[src/rtl/frame_stream_ctrl_if.sv]
// rtl/frame_stream_ctrl_if.sv - source, generator, kept-output and status signals of frame_stream_ctrl
`timescale 1ns/1ps
interface frame_stream_ctrl_if #(
  parameter int DATA_WIDTH = 16
);
  logic                  s_valid;
  logic                  s_ready;
  logic [DATA_WIDTH-1:0] s_data;
  logic                  s_last;
  logic                  gen_valid_in;
  logic [DATA_WIDTH-1:0] gen_data_in;
  logic                  gen_clr;
  logic                  gen_valid_out;
  logic [DATA_WIDTH-1:0] gen_data_out;
  logic                  m_valid;
  logic [DATA_WIDTH-1:0] m_data;
  logic                  m_last;
  logic                  frame_done;
  logic                  err_short;
  logic                  err_align;
  logic [15:0]           frame_count;

  modport master (
    input  s_valid, s_data, s_last, gen_valid_out, gen_data_out,
    output s_ready, gen_valid_in, gen_data_in, gen_clr,
           m_valid, m_data, m_last, frame_done, err_short, err_align, frame_count
  );

  modport slave (
    output s_valid, s_data, s_last, gen_valid_out, gen_data_out,
    input  s_ready, gen_valid_in, gen_data_in, gen_clr,
           m_valid, m_data, m_last, frame_done, err_short, err_align, frame_count
  );
endinterface

[src/rtl/frame_stream_ctrl.sv]
// rtl/frame_stream_ctrl.sv - per-frame sequencer: clear generator, feed pixels, drain and keep outputs
`timescale 1ns/1ps
module frame_stream_ctrl #(
  parameter int DATA_WIDTH   = 16,
  parameter int IN_PIXELS    = 1024,
  parameter int OUT_PIXELS   = 784,
  parameter int DRAIN_CYCLES = 35000,
  parameter int CLR_CYCLES   = 100,
  parameter bit EARLY_EXIT   = 1'b1
) (
  input logic               clk,
  input logic               rst,
  frame_stream_ctrl_if.master bus
);
  localparam int IN_W    = $clog2(IN_PIXELS + 1);
  localparam int OUT_W   = $clog2(OUT_PIXELS + 1);
  localparam int DRAIN_W = $clog2(DRAIN_CYCLES + 1);
  localparam int CLR_W   = $clog2(CLR_CYCLES + 1);

  typedef enum logic [1:0] {S_CLEAR, S_FEED, S_DRAIN} state_t;

  state_t             state;
  state_t             state_nxt;
  logic [IN_W-1:0]    in_cnt;
  logic [OUT_W-1:0]   out_cnt;
  logic [OUT_W-1:0]   out_cnt_nxt;
  logic [DRAIN_W-1:0] drain_cnt;
  logic [CLR_W-1:0]   clr_cnt;
  logic               beat;
  logic               in_last;
  logic               keep;
  logic               clr_done;
  logic               drain_exit;

  always_comb begin
    beat        = bus.s_valid && (state == S_FEED);
    in_last     = (in_cnt == IN_W'(IN_PIXELS - 1));
    keep        = (state != S_CLEAR) && bus.gen_valid_out && (out_cnt < OUT_W'(OUT_PIXELS));
    out_cnt_nxt = out_cnt + OUT_W'(keep);
    clr_done    = (clr_cnt == CLR_W'(CLR_CYCLES - 1));
    // Early exit looks at the registered count, so it lands one cycle after m_last.
    drain_exit  = (state == S_DRAIN) &&
                  ((drain_cnt == DRAIN_W'(DRAIN_CYCLES - 1)) ||
                   (EARLY_EXIT && (out_cnt == OUT_W'(OUT_PIXELS))));
  end

  always_ff @(posedge clk or posedge rst) begin
    if (rst) state <= S_CLEAR;
    else     state <= state_nxt;
  end

  always_comb begin
    state_nxt = state;
    case (state)
      S_CLEAR: if (clr_done)          state_nxt = S_FEED;
      S_FEED:  if (beat && in_last)   state_nxt = S_DRAIN;
      S_DRAIN: if (drain_exit)        state_nxt = S_CLEAR;
      default:                        state_nxt = S_CLEAR;
    endcase
  end

  always_comb begin
    bus.s_ready = (state == S_FEED);
    bus.gen_clr = (state == S_CLEAR);
  end

  always_ff @(posedge clk or posedge rst) begin
    if (rst) begin
      clr_cnt   <= '0;
      in_cnt    <= '0;
      out_cnt   <= '0;
      drain_cnt <= '0;
    end else begin
      clr_cnt   <= (state == S_CLEAR && !clr_done) ? clr_cnt + 1'b1 : '0;
      drain_cnt <= (state == S_DRAIN) ? drain_cnt + 1'b1 : '0;
      if (state == S_CLEAR) begin
        in_cnt  <= '0;
        out_cnt <= '0;
      end else begin
        if (beat) in_cnt <= in_cnt + 1'b1;
        out_cnt <= out_cnt_nxt;
      end
    end
  end

  always_ff @(posedge clk or posedge rst) begin
    if (rst) begin
      bus.gen_valid_in <= 1'b0;
      bus.gen_data_in  <= '0;
      bus.err_align    <= 1'b0;
      bus.m_valid      <= 1'b0;
      bus.m_data       <= '0;
      bus.m_last       <= 1'b0;
      bus.frame_done   <= 1'b0;
      bus.err_short    <= 1'b0;
      bus.frame_count  <= '0;
    end else begin
      bus.gen_valid_in <= beat;
      if (beat) bus.gen_data_in <= bus.s_data;
      // s_last is only checked; frame length always comes from in_cnt.
      bus.err_align    <= beat && (bus.s_last != in_last);
      bus.m_valid      <= keep;
      bus.m_last       <= keep && (out_cnt == OUT_W'(OUT_PIXELS - 1));
      if (keep) bus.m_data <= bus.gen_data_out;
      bus.frame_done   <= drain_exit;
      bus.err_short    <= drain_exit && (out_cnt_nxt < OUT_W'(OUT_PIXELS));
      if (drain_exit) bus.frame_count <= bus.frame_count + 16'd1;
    end
  end
endmodule
[src/flat_wrapper.sv]
// flat-port wrapper written by rule: the top's interface ports become plain ports
module frame_stream_ctrl_flat 
#(
  parameter int DATA_WIDTH   = 16,
  parameter int IN_PIXELS    = 1024,
  parameter int OUT_PIXELS   = 784,
  parameter int DRAIN_CYCLES = 35000,
  parameter int CLR_CYCLES   = 100,
  parameter bit EARLY_EXIT   = 1'b1
)
  (clk, rst, bus_s_valid, bus_s_data, bus_s_last, bus_gen_valid_out, bus_gen_data_out, bus_s_ready, bus_gen_valid_in, bus_gen_data_in, bus_gen_clr, bus_m_valid, bus_m_data, bus_m_last, bus_frame_done, bus_err_short, bus_err_align, bus_frame_count);
  frame_stream_ctrl_if #(.DATA_WIDTH(DATA_WIDTH)) bus_i ();
  input logic clk;
  input logic rst;
  input wire logic [$bits(bus_i.s_valid)-1:0] bus_s_valid;
  input wire logic [$bits(bus_i.s_data)-1:0] bus_s_data;
  input wire logic [$bits(bus_i.s_last)-1:0] bus_s_last;
  input wire logic [$bits(bus_i.gen_valid_out)-1:0] bus_gen_valid_out;
  input wire logic [$bits(bus_i.gen_data_out)-1:0] bus_gen_data_out;
  output wire logic [$bits(bus_i.s_ready)-1:0] bus_s_ready;
  output wire logic [$bits(bus_i.gen_valid_in)-1:0] bus_gen_valid_in;
  output wire logic [$bits(bus_i.gen_data_in)-1:0] bus_gen_data_in;
  output wire logic [$bits(bus_i.gen_clr)-1:0] bus_gen_clr;
  output wire logic [$bits(bus_i.m_valid)-1:0] bus_m_valid;
  output wire logic [$bits(bus_i.m_data)-1:0] bus_m_data;
  output wire logic [$bits(bus_i.m_last)-1:0] bus_m_last;
  output wire logic [$bits(bus_i.frame_done)-1:0] bus_frame_done;
  output wire logic [$bits(bus_i.err_short)-1:0] bus_err_short;
  output wire logic [$bits(bus_i.err_align)-1:0] bus_err_align;
  output wire logic [$bits(bus_i.frame_count)-1:0] bus_frame_count;
  assign bus_i.s_valid = bus_s_valid;
  assign bus_i.s_data = bus_s_data;
  assign bus_i.s_last = bus_s_last;
  assign bus_i.gen_valid_out = bus_gen_valid_out;
  assign bus_i.gen_data_out = bus_gen_data_out;
  assign bus_s_ready = bus_i.s_ready;
  assign bus_gen_valid_in = bus_i.gen_valid_in;
  assign bus_gen_data_in = bus_i.gen_data_in;
  assign bus_gen_clr = bus_i.gen_clr;
  assign bus_m_valid = bus_i.m_valid;
  assign bus_m_data = bus_i.m_data;
  assign bus_m_last = bus_i.m_last;
  assign bus_frame_done = bus_i.frame_done;
  assign bus_err_short = bus_i.err_short;
  assign bus_err_align = bus_i.err_align;
  assign bus_frame_count = bus_i.frame_count;
  frame_stream_ctrl #(.DATA_WIDTH(DATA_WIDTH), .IN_PIXELS(IN_PIXELS), .OUT_PIXELS(OUT_PIXELS), .DRAIN_CYCLES(DRAIN_CYCLES), .CLR_CYCLES(CLR_CYCLES), .EARLY_EXIT(EARLY_EXIT)) u_core (.clk(clk), .rst(rst), .bus(bus_i));
endmodule
[config.mk]
export PLATFORM = sky130hd
export DESIGN_NAME = frame_stream_ctrl_flat
export DESIGN_NICKNAME = d
export VERILOG_FILES = /design/src/rtl/frame_stream_ctrl_if.sv /design/src/rtl/frame_stream_ctrl.sv /design/src/flat_wrapper.sv
export SDC_FILE = /design/constraint.sdc
export NUM_CORES = 1
export LEC_CHECK = 0
export CORE_MARGIN = 4
export CORE_UTILIZATION = 45
export DETAILED_ROUTE_END_ITERATION = 8
export GPL_TIMING_DRIVEN = 1
export PLACE_DENSITY = 0.71
export SETUP_SLACK_MARGIN = 0.15
export SYNTH_ARGS = -nofsm -noshare
export SYNTH_HDL_FRONTEND = slang
export SYNTH_SLANG_ARGS = --single-unit
export TNS_END_PERCENT = 1
[constraint.sdc]
create_clock -name clk -period 7.35 [get_ports clk]
set_input_delay 1.47 -clock clk [delete_from_list [all_inputs] [get_ports clk]]
set_output_delay 1.47 -clock clk [all_outputs]
set_load 0.02 [all_outputs]
==> summary.txt <==
Maximum cell stage delay along the critical path: 0.74 ns
Switching fraction of total power: 0.289
Share of synthesized registers carrying an async set or reset: 1.00
Number of placed I/O pins: 93
Number of hold violations in the final report: 0
Fraction of synthesized cell area taken by the top area cell type: 0.540
Die boundary width: 109 um
Worst Setup Path Type: input port to flop
Clock-pin slew on the worst setup and hold paths: 0.09 ns
Vias in the first global route: 3,373
Global Route met1 Usage: 0.215
Sequential element share of the synthesized area: 0.540
Largest net degree at the start of global routing: 68
Arr. time, crit path: 4.18 ns
Worst Clk Skew: 0.0128 ns
Sequential share of power: 0.545
Combinational group share of total power: 0.169
Count of flip-flops with a built-in enable after synthesis: 0
Minimum period implied by the final worst setup slack: 3.95 ns
DRC viols: 0
Kind of end point of the critical path: flop
Avg Cell Area, Syn: 10.8 um2
Number of max-slew violations in the final report: 0
CTS H-tree depth: 3
Commonest cells after routing, fill and taps aside: 100 x dfrtp_1, 92 x clkdlybuf4s50_1, 70 x nand2_1
NumNets Final: 560
Root Buffer: clkbuf_8
Top cell type by total area after synthesis: dfrtp_1
Share of the cycle needed by the critical path after routing: 0.538
Quantity of hold-fixing buffers added after cts: 0
Chain of cells forming the critical path: clkdlybuf4s50_1, nand3b_1, inv_1, nand4_1, o311ai_0, o41ai_1
Summed negative setup slack over all endpoints: 0 ns
Total iterations of the first detailed-routing run: 5
Remaining global-route overflow: 0
Placed Cells incl. Taps: 639
Buffer count from post-CTS setup fixing: 0
Longest Clk Path Bufs: 2
Most common cell after layout, fill and taps aside: dfrtp_1
Final setup fails: 0
Number of cells produced by synthesis: 428
MaxCap Viol Count: 0
Actual slew at the worst max-slew pin: 0.868 ns
Antenna Nets Post-Route: 0
Leakage power of the design: 2.49 nW
Synth top area cells: dfrtp_1 54%, nand2_1 5.7%, xnor2_1 4.5%, xor2_1 3.6%, nor2_1 2.8%
Chip Height: 109 um
Layout cells sized above 1: 0.104
Relative area change from synthesis to final layout: 26.2%
Total power: 1.20 mW
Final instance area: 0.00584 mm2
Nature of the critical path startpoint: input port
Post-synth design cell area: 0.00463 mm2
Global-route usage over all layers: 0.163
Share of total power in the clock network: 0.286
Drt first-iter violations: 113
Run status: completed
RSZ-0062 raised after global routing: no
Synthesis Warnings: 0
Floorplan Core Area: 0.00991 mm2
Global-route layer with the greatest usage: met2
Clock tree from TritonCTS: done
Type of the most critical hold path: flop to flop
P_sw: 0.345 mW
Synthesized netlist net count: 471
Clock network latency to the later pin of the worst-skew pair: 0.36 ns
DR vias: 3,457
Resize count post-CTS: 0
Distinct cells, synth: 55
Overall routed net length: 9630 um
RD Place Congestion: 0.827
ANT cells: 0
Post-layout instance count excluding filler cells: 654
Met3 track demand over resource in global routing: 0.0546
Starting Density: 0.467
Most used flip-flop cell after synthesis: dfrtp_1
Met2 global-route usage: 0.259
Clk sink count: 100
P_int: 0.852 mW
Initial antenna violation count: 0
Vias per std cell: 5.29
Post-detailed-route wirelength per cell: 14.7 um
Post-DP HPWL: 6760 um
P per Cell Area: 205 mW/mm2
Cell with the largest stage delay on the worst path: inv_1
Count of standard-cell rows: 36
Placement-stage cell area: 0.00566 mm2
Number of port buffers: 92
CP max FO: 24
Max Freq: 0.253 GHz
Post-layout util: 0.590
Slew headroom: 0.419
Synthesis-stage register bit count: 100
Total die area: 0.0120 mm2
Worst-case vdd ir drop: 0.0000951 V
Clock buffer count from CTS: 9
Wire length of the first global-routing pass: 15,800 um
Required time of the critical path: 7.58 ns
## Yosys cell counts (2+ instances only)
cell       number
inv_1          11
nand2_1        70
o21ai_0         8
and3_1          4
mux2_1          2
o311ai_0        2
nand4_1        10
xor2_1         19
nand3_1        24
nor2b_1         3
buf_2           4
dfrtp_1       100
a211oi_1        2
ha_1            6
a2111oi_2       4
o211ai_1        3
o41ai_1         2
nor2_1         35
a211oi_2        4
nor4_1          7
mux2_4          7
and2_1          3
mux2_2          8
buf_1           2
clkbuf_1        7
nand4_2         2
or3_1           4
nor3_1         11
xnor2_1        24
and4_1          3
or3_2           2
nor4b_2         2
o31ai_1         3
a21oi_1         9
## layout make-up
type | instances | area (um2)
inverter | 11 | 43.8
multi-input combinational | 302 | 2010
sequential | 100 | 2500
fill | 832 | 4070
clock buffer | 9 | 124
timing repair buffer | 93 | 928
clock inverter | 6 | 65.1
tap | 133 | 166
## critical path: cells and delay by family
family,cells,cell delay [ns]
simple gates,2,0.96
compound gates,2,0.56
buf+inv,2,1.19
## metrics by stage
stage	worst slack (ns)	hold WS, ns
final	3.40	0.457
after global routing	3.06	0.498
after CTS	3.38	0.457
after detailed placement	2.99	0.445
after global placement	3.16	0.445
after floorplan	3.26	0.425
## sequential cells by signal, summed over array words and instances (netlist names)
| register | flops |
|---|---|
| u_core.bus.err_short | 1 |
| u_core.state | 2 |
| u_core.out_cnt | 10 |
| u_core.bus.m_last | 1 |
| u_core.bus.gen_data_in | 16 |
| u_core.bus.m_valid | 1 |
| u_core.bus.m_data | 16 |
| u_core.bus.gen_valid_in | 1 |
| u_core.in_cnt | 11 |
| u_core.bus.frame_count | 16 |
| u_core.bus.err_align | 1 |
| u_core.drain_cnt | 16 |
| u_core.clr_cnt | 7 |
| u_core.bus.frame_done | 1 |
## cell families (layout without fill, tap and decap cells)
group,after synthesis,count (layout),synth area share
xor gates and xnor gates,43,43,0.0813
DFF,100,100,0.540
muxes,17,17,0.0470
and+or+nand+nor,192,192,0.212
AOI/OAI and AO/OA,44,44,0.0784
buffers and inverters,26,119,0.0246
adders and majority gates,6,6,0.0162
## power by group through the flow
stage | clock network (mW) | registers, mW | logic, mW
after CTS | 0.352 | 0.652 | 0.206
after floorplan | 0 | 0.667 | 0.119
after detailed placement | 0 | 0.663 | 0.205
after global placement | 0 | 0.661 | 0.200
final | 0.342 | 0.652 | 0.202
after global routing | 0.374 | 0.663 | 0.224
## path summary, 6_finish.rpt
path | from | end | slack, ns | cells after the start
setup / recovery | bus_s_valid | u_core.in_cnt[7] | 3.40 | 6
hold / removal | u_core.clr_cnt[0] | u_core.clr_cnt[0] | 0.46 | 1
setup reg to reg | u_core.state[1] | u_core.in_cnt[7] | 4.36 | 5
hold reg to reg | u_core.clr_cnt[0] | u_core.clr_cnt[0] | 0.46 | 1
max in group asynchronous | rst | u_core.drain_cnt[11] | 4.70 | 3
min in group asynchronous | rst | u_core.bus.m_data[7] | 1.47 | 2
## layer usage
metal  part of all wire  up-vias
met5                  0        -
met4             0.0090        0
met3              0.090       10
met2               0.45      108
met1               0.45     1670
li1                   -     1669
Note: power is estimated with default switching activity, not from simulation.
